--- src/rtl/lsu_ctrl.sv ---
// lsu_ctrl: load/store unit between the execute stage and the data memory port.
// One operation at a time is accepted over a valid/ready handshake, sent to memory
// as a word-aligned request with byte mask, and loads come back lane-shifted and
// sign/zero-extended to 32 bits.
// Optional build macro: LSU_MISALIGN_TRAP_EN -- misaligned half/word accesses and
// undefined mem_op codes skip the memory request and complete with out_err=1.
module lsu_ctrl #(
    parameter int ADDR_W = 32,
    parameter int DATA_W = 32
) (
    input  logic              clk,
    input  logic              rst,
    input  logic              in_valid,
    output logic              in_ready,
    input  logic              in_we,
    input  logic [2:0]        in_ctr,
    input  logic [ADDR_W-1:0] in_addr,
    input  logic [DATA_W-1:0] in_wd,
    output logic              out_valid,
    input  logic              out_ready,
    output logic [DATA_W-1:0] out_rdata,
    output logic              out_err,
    output logic              mem_req_valid,
    input  logic              mem_req_ready,
    output logic [ADDR_W-1:0] mem_addr,
    output logic              mem_we,
    output logic [3:0]        mem_wmask,
    output logic [DATA_W-1:0] mem_wdata,
    input  logic              mem_resp_valid,
    input  logic [DATA_W-1:0] mem_rdata
);

    typedef enum logic [1:0] {IDLE, REQ, WAIT, DONE} state_t;

    state_t              state, state_nxt;
    logic                op_we;
    logic [2:0]          op_ctr;
    logic [ADDR_W-1:0]   op_addr;
    logic [DATA_W-1:0]   op_wd;
    logic [DATA_W-1:0]   res_rdata;
    logic                accept;
    logic                take_trap;
    logic                op_byte;
    logic                op_half;
    logic [4:0]          shamt;
    logic [DATA_W-1:0]   lane;
    logic [DATA_W-1:0]   load_val;

    assign accept = in_valid && (state == IDLE);

    // Undefined codes (011, 110, 111) fall through to word size.
    assign op_byte = (op_ctr[1:0] == 2'b00);
    assign op_half = (op_ctr[1:0] == 2'b01);

`ifdef LSU_MISALIGN_TRAP_EN
    logic in_undef;
    logic in_half;
    logic in_word;
    logic res_err;

    assign in_undef  = (in_ctr == 3'b011) || (in_ctr == 3'b110) || (in_ctr == 3'b111);
    assign in_half   = (in_ctr[1:0] == 2'b01);
    assign in_word   = (in_ctr == 3'b010);
    assign take_trap = in_undef || (in_half && in_addr[0]) || (in_word && (in_addr[1:0] != 2'b00));
    assign out_err   = res_err;

    // Error flag is decided at accept time and held through DONE.
    always_ff @(posedge clk or posedge rst) begin
        if (rst) begin
            res_err <= 1'b0;
        end else if (accept) begin
            res_err <= take_trap;
        end
    end
`else
    assign take_trap = 1'b0;
    assign out_err   = 1'b0;
`endif

    // Next-state logic for the four-phase handshake sequence.
    always_comb begin
        state_nxt = state;
        case (state)
            IDLE: if (accept) state_nxt = take_trap ? DONE : REQ;
            REQ:  if (mem_req_ready) state_nxt = WAIT;
            WAIT: if (mem_resp_valid) state_nxt = DONE;
            DONE: if (out_ready) state_nxt = IDLE;
            default: state_nxt = IDLE;
        endcase
    end

    assign in_ready      = (state == IDLE);
    assign out_valid     = (state == DONE);
    assign mem_req_valid = (state == REQ);
    assign out_rdata     = res_rdata;

    // Request fields come from the latched operation and are only driven while in REQ.
    always_comb begin
        mem_addr  = '0;
        mem_we    = 1'b0;
        mem_wmask = 4'b0000;
        mem_wdata = '0;
        if (state == REQ) begin
            mem_addr = {op_addr[ADDR_W-1:2], 2'b00};
            mem_we   = op_we;
            if (op_we) begin
                if (op_byte) begin
                    mem_wmask = 4'b0001 << op_addr[1:0];
                    mem_wdata = {4{op_wd[7:0]}};
                end else if (op_half) begin
                    mem_wmask = 4'b0011 << {op_addr[1], 1'b0};
                    mem_wdata = {2{op_wd[15:0]}};
                end else begin
                    mem_wmask = 4'b1111;
                    mem_wdata = op_wd;
                end
            end
        end
    end

    // Lane-shift the returned word and extend according to size and signedness.
    always_comb begin
        shamt = 5'd0;
        if (op_byte) begin
            shamt = {op_addr[1:0], 3'b000};
        end else if (op_half) begin
            shamt = {op_addr[1], 4'b0000};
        end
        lane = mem_rdata >> shamt;
        if (op_byte) begin
            load_val = {{24{~op_ctr[2] & lane[7]}}, lane[7:0]};
        end else if (op_half) begin
            load_val = {{16{~op_ctr[2] & lane[15]}}, lane[15:0]};
        end else begin
            load_val = lane;
        end
    end

    // State register, operation latch and result capture.
    always_ff @(posedge clk or posedge rst) begin
        if (rst) begin
            state     <= IDLE;
            op_we     <= 1'b0;
            op_ctr    <= 3'b000;
            op_addr   <= '0;
            op_wd     <= '0;
            res_rdata <= '0;
        end else begin
            state <= state_nxt;
            if (accept) begin
                op_we     <= in_we;
                op_ctr    <= in_ctr;
                op_addr   <= in_addr;
                op_wd     <= in_wd;
                res_rdata <= '0;
            end else if ((state == WAIT) && mem_resp_valid) begin
                res_rdata <= op_we ? '0 : load_val;
            end
        end
    end

endmodule

--- config.mk ---
export PLATFORM = sky130hd
export DESIGN_NAME = lsu_ctrl
export DESIGN_NICKNAME = d
export VERILOG_FILES = /design/src/rtl/lsu_ctrl.sv
export SDC_FILE = /design/constraint.sdc
export NUM_CORES = 1
export LEC_CHECK = 0
export ABC_AREA = 1
export CAP_MARGIN = 40
export CORE_UTILIZATION = 44
export CTS_CLUSTER_SIZE = 20
export DETAILED_ROUTE_END_ITERATION = 16
export PLACE_DENSITY = 0.84
export SLEW_MARGIN = 10
export SYNTH_ARGS = -nofsm -noshare
export SYNTH_HDL_FRONTEND = slang
export SYNTH_SLANG_ARGS = --single-unit
--- constraint.sdc ---
create_clock -name clk -period 4.5 [get_ports clk]
set_input_delay 0.9 -clock clk [delete_from_list [all_inputs] [get_ports clk]]
set_output_delay 0.9 -clock clk [all_outputs]
set_load 0.03 [all_outputs]
Word level (Yosys, flattened, before mapping):

Cells that the tools add are included.
Widths: inputs -> output; s select.

* register bits after elaboration: 102
* input bits: 106
* output and inout bits: 105

* equality and inequality tests: 8
* shifts and indexed selects: 3
* multiplexer cells: 22
* bitwise logic cells: 3
* reductions and logical operators: 6

Operator list (count)
* $mux 32: 10
* $shr 32x5->32: 1
* $mux 4: 4
* $mux 5: 2
* $mux 2: 4
* $pmux 2 s4: 1
* $ne 2x1->1 const B: 3
* $eq 2x1->1 const B: 2
* $eq 2x2->1 const B: 2
* $logic_not 2->1: 2
* $reduce_and 4->1: 1
* $shl 1x2->4 const A: 1
* $shl 2x2->4 const A: 1
* $and 1x1->1: 2
* $logic_and 1x1->1: 2
* $ne 2x2->1 const B: 1
* $reduce_bool 2->1: 1
* $mux 1: 1
* $not 1->1: 1

Longest topological paths before layout:

Gate-level depths: netlist of run 1.

* word-level depth: 10
* gate-level depth with buffers: 11
* mapped depth without buffers: 8

Worst setup path after synthesis of run 1:

OpenSTA, ideal clock, no wires.

* kind: register to output
* start: register state[1]
* end: output port mem_wdata[23]
* data arrival time: 2.329 ns
* required time: 3.600 ns
* setup slack: 1.271 ns
* cell stages (with the launch flop): 9
* path buffers: 2
* cells stage by stage: dfrtp_1 inv_1 ha_1 clkbuf_1 nand2_1 inv_1 clkbuf_1 o21ai_0 a21oi_1

* word-level cells in the longest chain between the ends: 2

Ends and longest elaborated chain
* start, declared: line 35 `state_t state, state_nxt;`
* start signal, assigned: line 149 `state <= state_nxt;`
* $eq 2x1->1
* named net mem_req_valid: line 23 `output logic mem_req_valid,`
* $mux 32: line 103 `if (state == REQ) begin`
* end, declared: line 28 `output logic [DATA_W-1:0] mem_wdata,`

The timed path passes the listed nets, and every way through them passes these cells.

Worst setup path in the final report of run 1:

* start: register op_ctr[1]
* end: output port mem_wdata[26]

* word-level cells in the longest chain between the ends: 5

Ends and longest elaborated chain
* start, declared: line 37 `logic [2:0] op_ctr;`
* start signal, assigned: line 152 `op_ctr <= in_ctr;`
* $eq 2x1->1: line 53 `assign op_half = (op_ctr[1:0] == 2'b01);`
* $mux 32: line 110 `end else if (op_half) begin`
* $mux 32 (*): line 107 `if (op_byte) begin`
* $mux 32 (*): line 106 `if (op_we) begin`
* $mux 32 (*): line 103

Every way passes the cells marked *; elsewhere a longest branch is shown, timed or not.

==> results.py, run 1 <==
metrics = {
    "status": {
        "outcome": "complete, no violations",
    },
    "route": {
        "post-route-drc-count": 0,
        "wl_met3_um": 1480,
        "drt-wirelength-per-cell_um": 15.1,
        "drtIter0Drc": 365,
        "num_vias": 5449,
        "route.met2.wl_um": 7500,
        "viasPerCell": 5.07,
        "dr.max_layer_used": "met4",
        "drtAntennaViolNets": 0,
        "drt-total-wl_um": 16300,
        "drtPass1Iterations": 5,
        "wl_met1_um": 6910,
    },
    "clocking": {
        "clk_latency_ns": 0.34,
        "cts-root-buf": "clkbuf_16",
        "postCtsHoldBufs": 0,
        "cts-resized-gates": 0,
        "post_cts_buffers": 0,
        "clock-sinks": 102,
        "cts.reportedPaths.clkPinSlew_ns": 0.07,
        "cts_tree": "built",
        "numCtsBuffers": 9,
        "htree_num_levels": 3,
        "clockBufferDepth": 2,
    },
    "power": {
        "pwr-share-comb": 0.522,
        "switching_share": 0.456,
        "power.leakage_nw": 4.02,
        "switching_power_mw": 2.26,
        "intPower_mw": 2.69,
        "vdd.ir_drop.worst_uv": 322,
        "clockPowerShare": 0.163,
        "seqPwrFrac": 0.315,
        "power.total_mw": 4.94,
        "power_per_cell_area_nw_per_um2": 632,
    },
    "placed_design": {
        "post_dp_cell_area_um2": 7520,
        "portBuffers": 207,
        "globalplace.congestion": 0.909,
        "dp_hpwl_um": 11900,
        "place_ws_ns": 1.19,
        "dp_cells": 1059,
    },
    "timing": {
        "clock.fmax_mhz": 270,
        "holdWs_ns": 0.482,
        "slew_headroom": 0.480,
        "worst_clock_skew_ns": 0.00618,
        "hold_viol": 0,
        "fin_ws_ns": 0.796,
        "finalCritPeriodShare": 0.823,
        "setup_viol": 0,
        "slew_violations": 0,
        "tightest_slew_ns": 0.780,
        "rsz0062_at_grt": "no",
        "setup-tns-final_ns": 0,
        "period_minus_slack_ns": 3.70,
    },
    "cells_and_area": {
        "post-route-util": 0.652,
        "postLayoutCellArea_um2": 7830,
        "drive_gt1_frac": 0.0765,
        "final_cells": 1075,
        "final_nets": 1033,
        "diodes": 0,
        "area_delta_synth_final_pct": 44.0,
    },
    "global_routing": {
        "antenna_found_initial": 0,
        "grt_pass1_vias": 5253,
        "grt_max_degree": 85,
        "overflow": 0,
        "track_usage": 0.262,
        "grt_pass1_wl_um": 26100,
    },
    "die": {
        "die_w_um": 113,
        "die_height_um": 113,
        "initial_core_util": 0.452,
        "io-pin-count": 211,
        "rows": 40,
        "die_area_um2": 12800,
        "core_area_um2": 12000,
    },
    "setup_path": {
        "cp_num_buf_inv": 5,
        "required_ns": 3.60,
        "path_delay_family": "buffers and inverters",
        "cp_cell_sequence": "buf_4, inv_2, nand2_1, inv_2, a22o_1, o21ai_0, inv_1, clkdlybuf4s50_1",
        "crit_type": "reg -> out",
        "critPathArrivalTime_ns": 2.80,
        "path_common_cell": "inv_2",
        "crit_fanout": 19,
        "critPathSlowestCell": "dfrtp_1",
        "worst_path_largest_cell_delay_ns": 0.75,
        "setup.worst_path.end_class": "output port",
        "crit_path_start_kind": "register",
    },
    "synthesis": {
        "async_flop_share": 1.00,
        "yosysTopAreaCell": "dfrtp_1",
        "ys_seq_elements": 102,
        "synth-seq-area-share": 0.470,
        "synth_edf_count": 0,
        "syn_avg_cell_area_um2": 7.36,
        "yosysWarnings": 0,
        "synth_area_leaders": "dfrtp_1 47%, nand2_1 23%, inv_1 4.9%",
        "synth_top_area_share": 0.470,
        "netlist_area_um2": 5430,
        "ys.flop_type": "dfrtp_1",
        "yosysUniqueCellTypes": 31,
        "synthCells": 738,
    },
    "job": {
        "max_cap_viol_count": 0,
    },
    "min_path": {
        "hold_path_class": "reg -> reg",
    },
}
layer usage:
metal  track usage  vias to the layer above
met2         0.419                      248
met1         0.339                     2523
met5             0                        -
met4        0.0982                        0
met3        0.0723                       35
li1              -                     2643
worst reg2reg max path, delay by kind of cell, from the launching register on:
kind / cells / cell delay [ns]
buffers and inverters: 3 / 0.92
adders and majority gates: 1 / 0.24
DFF: 1 / 0.40
and+or+nand+nor: 3 / 0.75
cell families (layout without fill, tap and decap cells):
| kind of cell | after synthesis | after routing | share of synthesized area |
|---|---|---|---|
| buffers and inverters | 121 | 309 | 0.106 |
| and+or+nand+nor | 430 | 430 | 0.327 |
| other | 1 | 3 | 0.000690 |
| AOI/OAI and AO/OA | 80 | 80 | 0.0877 |
| adders and majority gates | 4 | 4 | 0.00921 |
| DFF | 102 | 102 | 0.470 |
registers in the layout (all words and copies together), names as in the netlist:
| register | cells |
|---|---|
| op_addr | 32 |
| op_ctr | 3 |
| state | 2 |
| op_we | 1 |
| op_wd | 32 |
| out_rdata | 32 |
cell usage in the layout, fill, tap and decap left out, drive strengths merged:
master	instances
nand2	348
clkdlybuf4s50	198
dfrtp	102
inv	77
o21ai	44
nor2	34
nand3	30
a21oi	24
buf	19
nand4	16
clkbuf	12
a22o	6
o22ai	5
ha	4
conb	3
clkinv	2
nor3	1
a211oi	1
or2	1
bufinv	1
final timing paths:
check	slack (ns)	start	end	depth (start not counted)
worst max-delay path	0.80	op_ctr[1]	mem_wdata[26]	8
worst min register to register	0.48	op_addr[23]	op_addr[23]	2
min in group asynchronous	1.00	rst	op_addr[31]	2
max in group asynchronous	2.66	rst	op_addr[6]	3
worst min-delay path	0.48	op_addr[23]	op_addr[23]	2
worst max register to register	2.12	state[0]	op_wd[24]	7
power by group through the flow:
stage	clock network [mW]	logic, mW	registers (mW)
finish	0.808	2.58	1.56
detailed placement	0	2.58	1.56
floorplan	0	1.71	1.60
CTS	0.817	2.59	1.55
global route	0.861	2.83	1.60
global placement	0	2.49	1.55
synthesized netlist by cell type, types with 2 or more instances:
cell type and count:
nand2_1 339, dfrtp_1 102, inv_1 71, nor2_1 32
o21ai_0 29, nand3_1 25, a21oi_1 24, clkbuf_1 18
nand4_1 16, buf_2 13, o21ai_2 12, nand2_2 7
a22o_1 6, buf_6 6, nand3_2 5, o22ai_1 5
buf_4 4, ha_1 4, inv_2 4, o21ai_1 3
buf_8 2, nand2_4 2
area by class of cell:
type                    count  area, um^2
clock buffers              12         256
inverters                  76         295
well taps                 147         184
clock inverters             4        52.6
repair buffers            217        2170
fillers                  1015        4180
multi-input cells         517        2310
flip-flops and latches    102        2550
Power figures use the tool's default switching activity.
==> run 2, diff against run 1 <==
clock period = 3.5 ns   (was 4.5 ns; I/O delays follow)
==> run 2 against run 1 <==
Against the previous run: power increased by 28%; routed wire length increased by 0.49%; highest routed layer unchanged; largest power group unchanged; critical path type unchanged; flip-flop and latch count unchanged; utilization decreased by 0.54 points; first-iteration DRC count increased by 9.9%.
==> results.py, run 2 (synthesis results as in run 1) <==
metrics = {
    "status": {
        "outcome": "complete, no violations",
    },
    "global_routing": {
        "grt_pass1_wl_um": 26000,
        "grt_pass1_vias": 5187,
        "antenna_found_initial": 0,
        "grt_max_degree": 85,
        "overflow": 0,
        "track_usage": 0.261,
    },
    "placed_design": {
        "dp_hpwl_um": 11700,
        "dp_cells": 1059,
        "globalplace.congestion": 0.903,
        "portBuffers": 207,
    },
    "clocking": {
        "clk_latency_ns": 0.35,
        "clock-sinks": 102,
        "clockBufferDepth": 2,
        "cts.reportedPaths.clkPinSlew_ns": 0.07,
        "cts-root-buf": "clkbuf_16",
        "cts_tree": "built",
        "numCtsBuffers": 9,
        "htree_num_levels": 3,
        "cts-resized-gates": 0,
        "post_cts_buffers": 0,
        "postCtsHoldBufs": 0,
    },
    "cells_and_area": {
        "diodes": 0,
        "layout.area.seq_um2": 2550,
        "final_cell_mix": "338 x nand2_1, 170 x clkdlybuf4s50_1, 102 x dfrtp_1",
        "fillers": 1043,
        "drive_gt1_frac": 0.108,
        "final_cells": 1075,
        "final_common_cell": "nand2_1",
        "final_nets": 1033,
        "area_delta_synth_final_pct": 42.9,
        "multi_input_area_um2": 2310,
    },
    "setup_path": {
        "crit_start": "op_ctr[1]",
        "crit_fanout": 20,
        "required_ns": 2.80,
        "r2r-end": "out_rdata[24]",
        "worst_setup_path_endpoint": "mem_wdata[25]",
        "setup.worst_path.end_class": "output port",
        "crit_path_start_kind": "register",
        "crit_type": "reg -> out",
        "critPathArrivalTime_ns": 2.29,
        "ff2ff_setup_slack_ns": 1.20,
        "cp_cell_sequence": "inv_2, nand2_1, inv_2, a22o_1, o21ai_0, inv_1, buf_4",
        "worstRegToRegCells": 8,
        "worst_path_largest_cell_delay_ns": 0.76,
        "crit-reg2reg-launch": "op_ctr[1]",
        "critPathSlowestCell": "dfrtp_1",
        "path_common_cell": "inv_2",
    },
    "min_path": {
        "holdPathStages": 2,
        "hold_path_class": "reg -> reg",
    },
    "timing": {
        "slew_violations": 0,
        "rsz0062_at_grt": "no",
        "holdWs_ns": 0.481,
        "period_minus_slack_ns": 2.99,
        "tightest_slew_ns": 0.793,
        "finalCritPeriodShare": 0.855,
        "setup-tns-final_ns": 0,
        "hold_viol": 0,
        "setup_viol": 0,
        "worst_clock_skew_ns": 0.00766,
        "slew_headroom": 0.471,
        "clock.fmax_mhz": 334,
    },
    "die": {
        "core_area_um2": 12000,
        "io-pin-count": 211,
        "rows": 40,
        "die_height_um": 113,
        "die_w_um": 113,
        "die_area_um2": 12800,
        "initial_core_util": 0.452,
    },
    "power": {
        "power.leakage_nw": 4.07,
        "power_per_cell_area_nw_per_um2": 816,
        "vdd.ir_drop.worst_uv": 415,
    },
    "route": {
        "drt-wirelength-per-cell_um": 15.2,
        "post-route-drc-count": 0,
        "viasPerCell": 5.07,
        "drtAntennaViolNets": 0,
        "drtPass1Iterations": 5,
        "num_vias": 5445,
        "drt-total-wl_um": 16400,
        "drtIter0Drc": 401,
    },
    "job": {
        "max_cap_viol_count": 0,
    },
}
## run 2: changes by cell type in the layout (fill, tap and decap cells not counted), sizes merged
| cell | previous run | this run |
|---|---|---|
| inv | 77 | 79 |
| clkbuf | 12 | 9 |
| buf | 19 | 47 |
| clkdlybuf4s50 | 198 | 170 |
| clkinv | 2 | 3 |
## run 2: worst max-delay path: cells and delay by family, from the launching register on
kind                   cells  cell delay (ns)
AO/OA/AOI/OAI              2             0.38
buffers and inverters      4             0.62
flip-flops                 1             0.76
AND/OR/NAND/NOR            1             0.19
## run 2: final cells by class
cell class              instances  share of cell area
clock buffers                   9              0.0290
flip-flops and latches        102               0.329
repair buffers                217               0.273
inverters                      76              0.0380
multi-input cells             517               0.298
well taps                     147              0.0237
clock inverters                 7             0.00919
## run 2: report_power, final
group / leakage (nW) / internal, mW / switching (mW)
clock: 0.150 / 0.559 / 0.477
sequential: 1.30 / 1.65 / 0.351
combinational: 2.62 / 1.18 / 2.11
## run 2: through the flow
step	setup WS (ns)	area, um^2	total power, mW	utilization
global placement	0.957	7440	5.19	0.619
finish	0.509	7760	6.33	0.646
global route	0.365	7760	6.78	0.646
CTS	0.530	7760	6.34	0.646
floorplan	0.125	5440	4.25	-
detailed placement	0.927	7470	5.28	0.622
## run 2: per-layer routing
layer,vias to the layer above,share of wire,GRT usage
met5,-,0,0
met4,0,0.027,0.0974
met3,35,0.092,0.0734
met2,281,0.45,0.411
met1,2491,0.43,0.343
li1,2638,-,-
## run 2: worst min path at each step
stage	startpoint	end	slack (ns)
2_1_floorplan	op_wd[23]	op_wd[23]	0.44
5_1_grt	out_rdata[3]	out_rdata[3]	0.50
3_5_place_dp	op_addr[28]	op_addr[28]	0.47
3_3_place_gp	op_addr[24]	op_addr[24]	0.46
4_1_cts	op_wd[23]	op_wd[23]	0.48
6_report	out_rdata[3]	out_rdata[3]	0.48
==> run 3, diff against run 2 <==
SKIP_LAST_GASP = 1   (was unset)
==> results of run 3 <==
Same layout as run 2: the final DEF is identical, and so are final timing and power.
